$ cat config.mk
export PLATFORM = sky130hd
export DESIGN_NAME = operand_stack_flat
export DESIGN_NICKNAME = d
export VERILOG_FILES = /design/src/rtl/operand_stack_if.sv /design/src/rtl/operand_stack.sv /design/src/flat_wrapper.sv
export SDC_FILE = /design/constraint.sdc
export NUM_CORES = 1
export LEC_CHECK = 0
export ABC_AREA = 1
export CORE_MARGIN = 2
export CORE_UTILIZATION = 37
export CTS_CLUSTER_DIAMETER = 50
export CTS_CLUSTER_SIZE = 40
export DETAILED_ROUTE_END_ITERATION = 10
export HOLD_SLACK_MARGIN = 0.08
export PLACE_DENSITY = 0.65
export SKIP_LAST_GASP = 1
export SYNTH_ARGS = -nofsm -noshare
export SYNTH_HDL_FRONTEND = slang
export SYNTH_SLANG_ARGS = --single-unit
$ cat constraint.sdc
create_clock -name clk -period 4.45 [get_ports clk]
set_input_delay 0.6675 -clock clk [delete_from_list [all_inputs] [get_ports clk]]
set_output_delay 0.6675 -clock clk [all_outputs]
set_load 0.01 [all_outputs]
$ cat src/rtl/operand_stack_if.sv
// Control-unit <-> operand stack bundle: request side driven by the CPU
// control unit (master), status/read side driven by the stack (slave).
interface operand_stack_if #(
  parameter int WIDTH = 8,
  parameter int PTR_W = 4
);
  logic             push;
  logic             pop;
  logic             clear;
  logic [WIDTH-1:0] data_to_push;
  logic [WIDTH-1:0] data_from_stack;
  logic [WIDTH-1:0] nos;
  logic [PTR_W:0]   depth;
  logic             empty;
  logic             full;
  logic             overflow;
  logic             underflow;

  modport master (
    output push, pop, clear, data_to_push,
    input  data_from_stack, nos, depth, empty, full, overflow, underflow
  );

  modport slave (
    input  push, pop, clear, data_to_push,
    output data_from_stack, nos, depth, empty, full, overflow, underflow
  );
endinterface

$ cat src/rtl/operand_stack.sv
// LIFO operand stack for the stack-machine CPU: exposes TOS and NOS
// combinationally, saturating pointer, sticky overflow/underflow flags.
module operand_stack #(
  parameter int WIDTH = 8,
  parameter int DEPTH = 16,
  parameter int PTR_W = 4
) (
  input logic           clk,
  input logic           reset,
  operand_stack_if.slave bus
);

  localparam logic [PTR_W:0] SP_FULL = (PTR_W+1)'(DEPTH);
  localparam logic [PTR_W:0] SP_ONE  = (PTR_W+1)'(1);

  logic [WIDTH-1:0] mem [DEPTH];
  logic [PTR_W:0]   sp;
  logic             overflow_q;
  logic             underflow_q;

  logic             is_empty;
  logic             is_full;
  logic [PTR_W-1:0] top_idx;
  logic [PTR_W-1:0] nos_idx;
  logic [PTR_W-1:0] wr_idx;
  logic             wr_en;

  assign is_empty = (sp == '0);
  assign is_full  = (sp == SP_FULL);

  // Modular index arithmetic is safe: the results are only used when sp
  // guarantees the entry is valid.
  assign top_idx = sp[PTR_W-1:0] - PTR_W'(1);
  assign nos_idx = sp[PTR_W-1:0] - PTR_W'(2);

  // Push+pop on a non-empty stack rewrites the top; otherwise push lands at sp.
  assign wr_idx = (bus.pop && !is_empty) ? top_idx : sp[PTR_W-1:0];
  assign wr_en  = bus.push && !bus.clear && (bus.pop || !is_full);

  assign bus.data_from_stack = is_empty ? '0 : mem[top_idx];
  assign bus.nos             = (sp > SP_ONE) ? mem[nos_idx] : '0;
  assign bus.depth           = sp;
  assign bus.empty           = is_empty;
  assign bus.full            = is_full;
  assign bus.overflow        = overflow_q;
  assign bus.underflow       = underflow_q;

  always_ff @(posedge clk) begin
    if (wr_en) begin
      mem[wr_idx] <= bus.data_to_push;
    end
  end

  always_ff @(posedge clk or negedge reset) begin
    if (!reset) begin
      sp          <= '0;
      overflow_q  <= 1'b0;
      underflow_q <= 1'b0;
    end else if (bus.clear) begin
      sp          <= '0;
      overflow_q  <= 1'b0;
      underflow_q <= 1'b0;
    end else if (bus.push && bus.pop) begin
      if (is_empty) begin
        sp <= SP_ONE;
      end
    end else if (bus.push) begin
      if (is_full) begin
        overflow_q <= 1'b1;
      end else begin
        sp <= sp + SP_ONE;
      end
    end else if (bus.pop) begin
      if (is_empty) begin
        underflow_q <= 1'b1;
      end else begin
        sp <= sp - SP_ONE;
      end
    end
  end

endmodule
$ cat src/flat_wrapper.sv
// flat-port wrapper written by rule: the top's interface ports become plain ports
module operand_stack_flat 
#(
  parameter int WIDTH = 8,
  parameter int DEPTH = 16,
  parameter int PTR_W = 4
)
  (clk, reset, bus_push, bus_pop, bus_clear, bus_data_to_push, bus_data_from_stack, bus_nos, bus_depth, bus_empty, bus_full, bus_overflow, bus_underflow);
  operand_stack_if #(.WIDTH(WIDTH), .PTR_W(PTR_W)) bus_i ();
  input logic clk;
  input logic reset;
  input wire logic [$bits(bus_i.push)-1:0] bus_push;
  input wire logic [$bits(bus_i.pop)-1:0] bus_pop;
  input wire logic [$bits(bus_i.clear)-1:0] bus_clear;
  input wire logic [$bits(bus_i.data_to_push)-1:0] bus_data_to_push;
  output wire logic [$bits(bus_i.data_from_stack)-1:0] bus_data_from_stack;
  output wire logic [$bits(bus_i.nos)-1:0] bus_nos;
  output wire logic [$bits(bus_i.depth)-1:0] bus_depth;
  output wire logic [$bits(bus_i.empty)-1:0] bus_empty;
  output wire logic [$bits(bus_i.full)-1:0] bus_full;
  output wire logic [$bits(bus_i.overflow)-1:0] bus_overflow;
  output wire logic [$bits(bus_i.underflow)-1:0] bus_underflow;
  assign bus_i.push = bus_push;
  assign bus_i.pop = bus_pop;
  assign bus_i.clear = bus_clear;
  assign bus_i.data_to_push = bus_data_to_push;
  assign bus_data_from_stack = bus_i.data_from_stack;
  assign bus_nos = bus_i.nos;
  assign bus_depth = bus_i.depth;
  assign bus_empty = bus_i.empty;
  assign bus_full = bus_i.full;
  assign bus_overflow = bus_i.overflow;
  assign bus_underflow = bus_i.underflow;
  operand_stack #(.WIDTH(WIDTH), .DEPTH(DEPTH), .PTR_W(PTR_W)) u_core (.clk(clk), .reset(reset), .bus(bus_i));
endmodule
==> flow_summary.yaml, run 1 <==
floorplan:
  die-height_um: 144.8
  rows: 51
  start_util: 0.3770
  die_w_um: 144.8
  fp.coreArea_um2: 19460
  fp.dieArea_um2: 20970
  pin_count: 38
layout:
  finish.utilization: 0.4395
  seq_area_um2: 4023
  multi_input_area_um2: 2909
  n_fill_cell: 1861
  fin_area_um2: 8553
  stdcell_count: 1159
  fin_nets: 901
  area_growth_pct: 16.58
  diodes: 0
  drive_above_1_share: 0.08501
clock_tree:
  cts.reportedPaths.clkPinSlew_ns: 0.06
  tritoncts: "done"
  ctsHoldBuffers: 0
  clock_latency_ns: 0.42
  htreeDepth: 4
  numClockSinks: 135
  cts_buffers: 17
  clockBufferDepth: 2
  cts_resized: 0
  clockRootBuffer: "clkbuf_16"
  cts_setup_buffers: 0
power:
  power-per-cell-area_nw_per_um2: 566.8
  p_leak_nw: 3.387
  vdd_drop_max_mv: 0.3191
routing:
  num_vias: 6087
  drtIter0Drc: 676
  drtPass1Iterations: 6
  via_per_inst: 5.252
  finalWirelength_um: 20850
  drc: 0
  avgRoutedWirePerCell_um: 17.99
  ant_nets: 0
outcome:
  outcome: "complete, no violations"
setup_path:
  critical_path_required_ns: 3.78
  crit_arrival_ns: 3.31
  end_kind: "output port"
  crit_type: "reg -> out"
  cp_max_fo: 114
  worst-r2r-setup-slack_ns: 1.33
  cp-start-kind: "register"
sta:
  finalSetupViolations: 0
  worst_slack_ns: 0.4739
  max_freq_mhz: 251.5
  slew_violations: 0
  max_slew_margin: 0.2056
  final.setup.tns_ns: 0
  fin_worst_skew_ns: 0.008531
  worst_slew_pin_slew_ns: 1.192
  hold_viol: 0
  rsz0062_at_grt: "no"
  min_period_over_period: 0.8935
  fin_crit_ns: 3.976
synth:
  netlist_area_um2: 7337
  ys_seq_area_frac: 0.5477
  synth.avg_cell_area_um2: 8.612
  synth_warnings: 0
  synth.distinct_cells: 31
  synthesis.nets: 872
  synth_cells: 852
  ys_seq_elements: 135
flow_run:
  timing.max_cap.violations: 0
global_route:
  grt_pass1_vias: 5677
  grt_pass1_wl_um: 32090
  antenna_found_initial: 0
  grt_max_degree: 115
  gr-usage-all-layers: 0.2074
  grt.overflow.total: 0
placement:
  portBuffers: 37
  placed_cell_area_um2: 7965
  hpwl_um: 13290
  dp.cells: 1127
  gp_congestion: 0.8789
  post-place-ws_ns: 0.9008
min_path:
  hold_class: "reg -> reg"
==> metal layers <==
layer | vias up | wire (um) | track usage
met1 | 2820 | 8877 | 0.2714
li1 | 2930 | - | -
met5 | - | 0 | 0
met3 | 54 | 1452 | 0.04607
met4 | 0 | 658 | 0.09249
met2 | 283 | 9865 | 0.3304
==> critical path, cell delays in order (launching register included) <==
cell,delay (ns)
dfrtp_4,0.53
clkinv_2,0.08
buf_4,0.87
nand2_1,0.15
nand3_1,0.14
nand3_1,0.12
nand3_1,0.10
nand2_1,0.10
nor2_1,0.16
clkdlybuf4s50_1,0.56
==> Yosys cell counts <==
master    number  area, um2
buf_6          2      22.52
o21ai_2        4      35.03
a31oi_1        2      12.51
nor2_8         1      20.02
clkbuf_1      17      63.81
nand4_1        2      12.51
o21ai_1        1      5.000
dfrtp_1        7      175.2
nor2_1        56      210.2
and3_1         1      6.260
nand2_4        1      11.26
or2_2          1      6.260
buf_1          6      22.52
buf_2         23      115.1
xor2_4         2      55.05
edfxtp_1     128       3844
inv_2          1      3.750
nand3_4        1      17.52
nand3_2        5      50.05
clkinv_1       2      7.510
xnor2_2        2      32.53
nand2_1      301       1130
xor2_2         1      16.27
nand3_1      176      880.8
ha_1           7      87.58
inv_1         35      131.4
buf_4          3      22.52
buf_12         1      20.02
nand2_2        4      25.02
a21oi_1       48      240.2
o21ai_0       11      55.05
==> metrics by stage <==
| stage | power, mW | hold WS (ns) |
|---|---|---|
| 3_3_place_gp | 3.441 | 0.4874 |
| 2_1_floorplan | 2.710 | 0.3719 |
| 5_1_grt | 5.097 | 0.5375 |
| 3_5_place_dp | 3.451 | 0.5037 |
| 4_1_cts | 4.861 | 0.5170 |
| 6_report | 4.848 | 0.5092 |
==> sequential cells by signal, summed over array words and instances, names as in the netlist <==
name / count
u_core.bus.overflow: 1
u_core.bus.depth: 5
u_core.mem: 128
u_core.bus.underflow: 1
==> layout make-up <==
| cell class | count | area share |
|---|---|---|
| sequential | 135 | 0.4703 |
| multi-input combinational | 627 | 0.3401 |
| timing repair buffer | 62 | 0.06524 |
| clock buffer | 18 | 0.05018 |
| tap | 265 | 0.03877 |
| clock inverter | 14 | 0.01858 |
| inverter | 38 | 0.01682 |
==> power breakdown <==
group | switching [mW] | internal, mW | leakage, nW
sequential | 0.0314 | 1.44 | 1.24
combinational | 1.28 | 0.685 | 1.87
clock | 0.535 | 0.873 | 0.276
total | 1.85 | 3.00 | 3.39
==> path summary, 6_finish.rpt <==
path / start / to / cells after the start
setup / recovery: u_core.bus.depth[0] / bus_data_from_stack[2] / 9
max in group asynchronous: reset / u_core.bus.depth[0] / 1
hold reg to reg: u_core.bus.overflow / u_core.bus.overflow / 2
min in group asynchronous: reset / u_core.bus.depth[4] / 1
hold / removal: u_core.bus.overflow / u_core.bus.overflow / 2
setup reg to reg: u_core.bus.depth[0] / u_core.mem[9][1] / 10
==> kinds of logic after synthesis <==
group / Yosys count / synth area share
flip-flops: 135 / 0.5477
adder cells (fa/ha/maj): 7 / 0.01194
XOR/XNOR: 5 / 0.01415
buffers and inverters: 90 / 0.05576
AO/OA/AOI/OAI: 66 / 0.04741
AND/OR/NAND/NOR: 549 / 0.3230
==> cell usage in the layout, fill, tap and decap left out, drive strengths merged <==
master         count
clkinv            11
clkdlybuf4s50     37
and3               1
xor2               3
nor2              57
inv               35
nand3            182
nand2            306
buf               25
ha                 7
clkinvlp           3
nand4              2
a21oi             48
dfrtp              7
bufinv             3
o21ai             16
clkbuf            18
or2                1
edfxtp           128
xnor2              2
a31oi              2
Power figures use the tool's default switching activity.
==> run 2, diff against run 1 <==
- CORE_ASPECT_RATIO: default -> 1.5
==> flow_summary.yaml, run 2 (synthesis results as in run 1) <==
setup_path:
  crit_chain: "clkinv_2 -> ha_1 -> xor2_2 -> nand3_1 -> nand3_1 -> nand2_1 -> nor2_1 -> clkdlybuf4s50_1"
  r2r_cells: 11
  critical_path_required_ns: 3.78
  critPathMostFrequentCell: "nand3_1"
  crit_type: "reg -> out"
  crit_arrival_ns: 3.48
  critPathBufInv: 2
  worst_path_max_delay_cell: "xor2_2"
  end_kind: "output port"
  cp-start-kind: "register"
  critPathMaxStageDelay_ns: 0.73
  critPathTopFamily: "simple AND/OR/NAND/NOR gates"
  path_depth: 8
  cp_max_fo: 12
layout:
  n_fill_cell: 1846
  drive_above_1_share: 0.07378
  fin_nets: 888
  diodes: 0
  stdcell_count: 1141
  top_register: "u_core.mem"
  largest_reg_flops: 128
  mostFrequentLayoutCells: "301 x nand2_1, 176 x nand3_1, 128 x edfxtp_1"
  area_growth_pct: 15.96
  final_common_cell: "nand2_1"
  finish.utilization: 0.4335
clock_tree:
  clockRootBuffer: "clkbuf_16"
  numClockSinks: 135
  ctsHoldBuffers: 0
  cts.reportedPaths.clkPinSlew_ns: 0.06
  tritoncts: "done"
  cts_resized: 0
  cts_setup_buffers: 0
  htreeDepth: 4
  cts_buffers: 17
  clockBufferDepth: 2
  clock_latency_ns: 0.43
routing:
  num_vias: 6096
  finalWirelength_um: 21880
  drtPass1Iterations: 5
  ant_nets: 0
  avgRoutedWirePerCell_um: 19.17
  drc: 0
  via_per_inst: 5.343
  drtIter0Drc: 621
sta:
  fin_worst_skew_ns: 0.01053
  max_freq_mhz: 241.0
  max_slew_margin: 0.2989
  final.setup.tns_ns: 0
  min_period_over_period: 0.9324
  finalSetupViolations: 0
  hold_viol: 0
  slew_violations: 0
  worst_slew_pin_slew_ns: 1.048
  fin_crit_ns: 4.149
  rsz0062_at_grt: "no"
placement:
  dp.cells: 1109
  portBuffers: 37
  gp_congestion: 0.9155
  hpwl_um: 14460
power:
  power-per-cell-area_nw_per_um2: 585.1
  p_leak_nw: 3.356
  p_total_mw: 4.978
  vdd_drop_max_mv: 0.2849
global_route:
  grt_pass1_wl_um: 32400
  antenna_found_initial: 0
  grt_use_met2: 0.3752
  gr-usage-all-layers: 0.2091
  gr-usage-met1: 0.2260
  grt.overflow.total: 0
  grt_max_degree: 153
  grt_pass1_vias: 5678
  grt-busiest-layer: "met2"
  grt.met3_usage: 0.03682
floorplan:
  fp.coreArea_um2: 19630
  pin_count: 38
  start_util: 0.3738
  die_w_um: 119.0
  fp.dieArea_um2: 20990
  die-height_um: 176.5
  rows: 63
outcome:
  outcome: "complete, no violations"
min_path:
  hold_class: "reg -> reg"
  hold_depth: 2
flow_run:
  timing.max_cap.violations: 0
[run 2: changes by cell type in the layout (fill, tap and decap cells not counted), sizes merged]
| cell | before | now |
|---|---|---|
| buf | 25 | 12 |
| bufinv | 3 | 4 |
| clkinv | 11 | 7 |
| clkinvlp | 3 | 1 |
| clkbuf | 18 | 23 |
[run 2: where the power goes]
part | internal, mW | leakage [nW] | switching, mW
Clock | 0.992 | 0.311 | 0.521
Combinational | 0.675 | 1.80 | 1.31
Sequential | 1.44 | 1.24 | 0.0330
Total | 3.11 | 3.36 | 1.87
[run 2: tightest hold or removal path: stages, from the launching register on]
cell and delay (ns):
dfrtp_1 0.34, a31oi_1 0.04, nor2_1 0.07
[run 2: final timing paths]
path	slack, ns	end	start
max	0.30	bus_data_from_stack[7]	u_core.bus.depth[0]
min	0.50	u_core.bus.underflow	u_core.bus.underflow
max reg2reg	1.03	u_core.mem[15][1]	u_core.bus.depth[1]
min reg2reg	0.50	u_core.bus.underflow	u_core.bus.underflow
max in group asynchronous	3.62	u_core.bus.depth[0]	reset
min in group asynchronous	0.52	u_core.bus.depth[2]	reset
[run 2: stage by stage]
stage | setup slack (ns) | area (um2) | hold slack (ns)
after floorplan | 1.413 | 7337 | 0.3719
after global placement | 0.8079 | 7874 | 0.4860
after detailed placement | 0.7335 | 7874 | 0.4980
after CTS | 0.2484 | 8508 | 0.5107
after global routing | 0.1511 | 8508 | 0.5376
final | 0.3010 | 8508 | 0.5029
[run 2: cell type report]
cell class | count | area [um2] | area share
clock buffers | 23 | 488.0 | 0.05735
clock inverters | 9 | 146.4 | 0.01721
inverters | 38 | 143.9 | 0.01691
multi-input cells | 627 | 2909 | 0.3419
flip-flops and latches | 135 | 4023 | 0.4728
well taps | 260 | 325.3 | 0.03824
repair buffers | 49 | 473.0 | 0.05559
[run 2: routing by layer]
layer  share of wire  up-vias
met1            0.37     2883
met4           0.053        0
met5               0        -
li1                -     2914
met2            0.52      245
met3           0.054       54
==> run 3, diff against run 2 <==
- clock period: 4.45 -> 4.3 ns (I/O delays scaled with it)
==> flow_summary.yaml, run 3 (synthesis results as in run 1) <==
clock_tree:
  cts_buffers: 17
  tritoncts: "done"
  clockRootBuffer: "clkbuf_16"
  cts_resized: 0
  cts_setup_buffers: 0
  cts.reportedPaths.clkPinSlew_ns: 0.06
  numClockSinks: 135
  htreeDepth: 4
  clockBufferDepth: 2
  clock_latency_ns: 0.42
  ctsHoldBuffers: 0
routing:
  num_vias: 6152
  avgRoutedWirePerCell_um: 18.20
  drc: 0
  drtPass1Iterations: 5
  ant_nets: 0
  via_per_inst: 5.359
  finalWirelength_um: 20900
  drtIter0Drc: 595
layout:
  top_register: "u_core.mem"
  final_common_cell: "nand2_1"
  stdcell_count: 1148
  mostFrequentLayoutCells: "301 x nand2_1, 176 x nand3_1, 128 x edfxtp_1"
  diodes: 0
  area_growth_pct: 16.20
  fin_nets: 895
  largest_reg_flops: 128
  drive_above_1_share: 0.08221
global_route:
  grt.overflow.total: 0
  gr-usage-all-layers: 0.1986
  grt_max_degree: 153
  grt_pass1_wl_um: 31200
  antenna_found_initial: 0
  grt_pass1_vias: 5762
power:
  power-per-cell-area_nw_per_um2: 592.1
  clockPowerShare: 0.294
  combPwrFrac: 0.404
  vdd_drop_max_mv: 0.3092
  swShare: 0.3831
  intPower_mw: 3.114
  seq_power_share: 0.302
  p_leak_nw: 3.367
  switchingPower_mw: 1.934
placement:
  gp_congestion: 0.8673
  hpwl_um: 14050
  portBuffers: 37
  dp.cells: 1116
sta:
  min_period_over_period: 0.8739
  max_freq_mhz: 266.1
  fin_worst_skew_ns: 0.01048
  finalSetupViolations: 0
  slew_violations: 0
  worst_slew_pin_slew_ns: 0.9862
  rsz0062_at_grt: "no"
  final.setup.tns_ns: 0
  max_slew_margin: 0.3401
  hold_viol: 0
  fin_crit_ns: 3.758
floorplan:
  rows: 63
  start_util: 0.3738
  fp.coreArea_um2: 19630
  pin_count: 38
  die_w_um: 119.0
  fp.dieArea_um2: 20990
  die-height_um: 176.5
flow_run:
  timing.max_cap.violations: 0
setup_path:
  crit_type: "reg -> out"
  cp_max_fo: 23
  critical_path_required_ns: 3.65
  end_kind: "output port"
  cp-start-kind: "register"
  worst-r2r-setup-slack_ns: 1.07
  crit_arrival_ns: 3.11
  r2r_cells: 11
  r2r_end: "u_core.mem[9][5]"
  rr_startpoint: "u_core.bus.depth[1]"
outcome:
  outcome: "complete, no violations"
min_path:
  hold_class: "in -> async"
==> run 3: changes by cell type in the layout (fill, tap and decap cells not counted), sizes merged <==
cell,previous run,this run
clkinvlp,1,3
inv,35,39
clkbuf,23,17
bufinv,4,3
buf,12,19
clkinv,7,8
==> run 3: power by group through the flow <==
stage	Sequential (mW)	Combinational (mW)	Clock, mW
finish	1.52	2.04	1.49
global route	1.53	2.21	1.55
CTS	1.52	2.04	1.49
detailed placement	1.55	2.03	0
global placement	1.55	2.03	0
floorplan	1.54	1.26	0
==> run 3: worst max path at each step <==
| stage | startpoint | endpoint | cells after the start |
|---|---|---|---|
| CTS | u_core.bus.depth[0] | bus_data_from_stack[1] | 11 |
| finish | u_core.bus.depth[0] | bus_data_from_stack[2] | 11 |
| global placement | u_core.bus.depth[0] | bus_data_from_stack[1] | 11 |
| floorplan | u_core.bus.depth[1] | bus_data_from_stack[4] | 11 |
| global route | u_core.bus.depth[1] | bus_data_from_stack[1] | 12 |
| detailed placement | u_core.bus.depth[0] | bus_data_from_stack[1] | 11 |
==> run 3: critical path: stages (launching register included) <==
cell and delay [ns]:
dfrtp_4 0.43, clkinv_2 0.08, ha_1 0.30, buf_4 0.25, clkinv_1 0.16, buf_4 0.26
nand3_1 0.18, nand3_1 0.13, nand3_1 0.11, nand2_1 0.09, nor2_1 0.13, clkdlybuf4s50_1 0.55
==> run 3: layout make-up <==
class	count	area, um2
fillers	1862	11100
flip-flops and latches	135	4023
multi-input cells	627	2909
repair buffers	56	525.5
clock buffers	17	425.4
well taps	260	325.3
clock inverters	15	173.9
inverters	38	143.9
==> run 3: per-stage QoR <==
stage | total power [mW] | worst slack, ns | hold WS, ns | utilization | cell area [um2]
6_report | 5.048 | 0.5422 | 0.4992 | 0.4344 | 8526
5_1_grt | 5.284 | 0.4163 | 0.5098 | 0.4344 | 8526
4_1_cts | 5.058 | 0.4990 | 0.5032 | 0.4344 | 8526
3_5_place_dp | 3.582 | 0.9534 | 0.4899 | 0.4038 | 7926
3_3_place_gp | 3.576 | 0.9726 | 0.4856 | 0.4038 | 7926
2_1_floorplan | 2.805 | 1.285 | 0.3494 | - | 7337
==> run 3: routing by layer <==
metal	vias to the layer above	part of all wire	wire length, um	GRT usage
met3	56	0.051	1060	0.02907
met5	-	0	0	0
met2	256	0.53	11160	0.3702
li1	2923	-	-	-
met4	0	0.047	979	0.1171
met1	2917	0.37	7700	0.2103
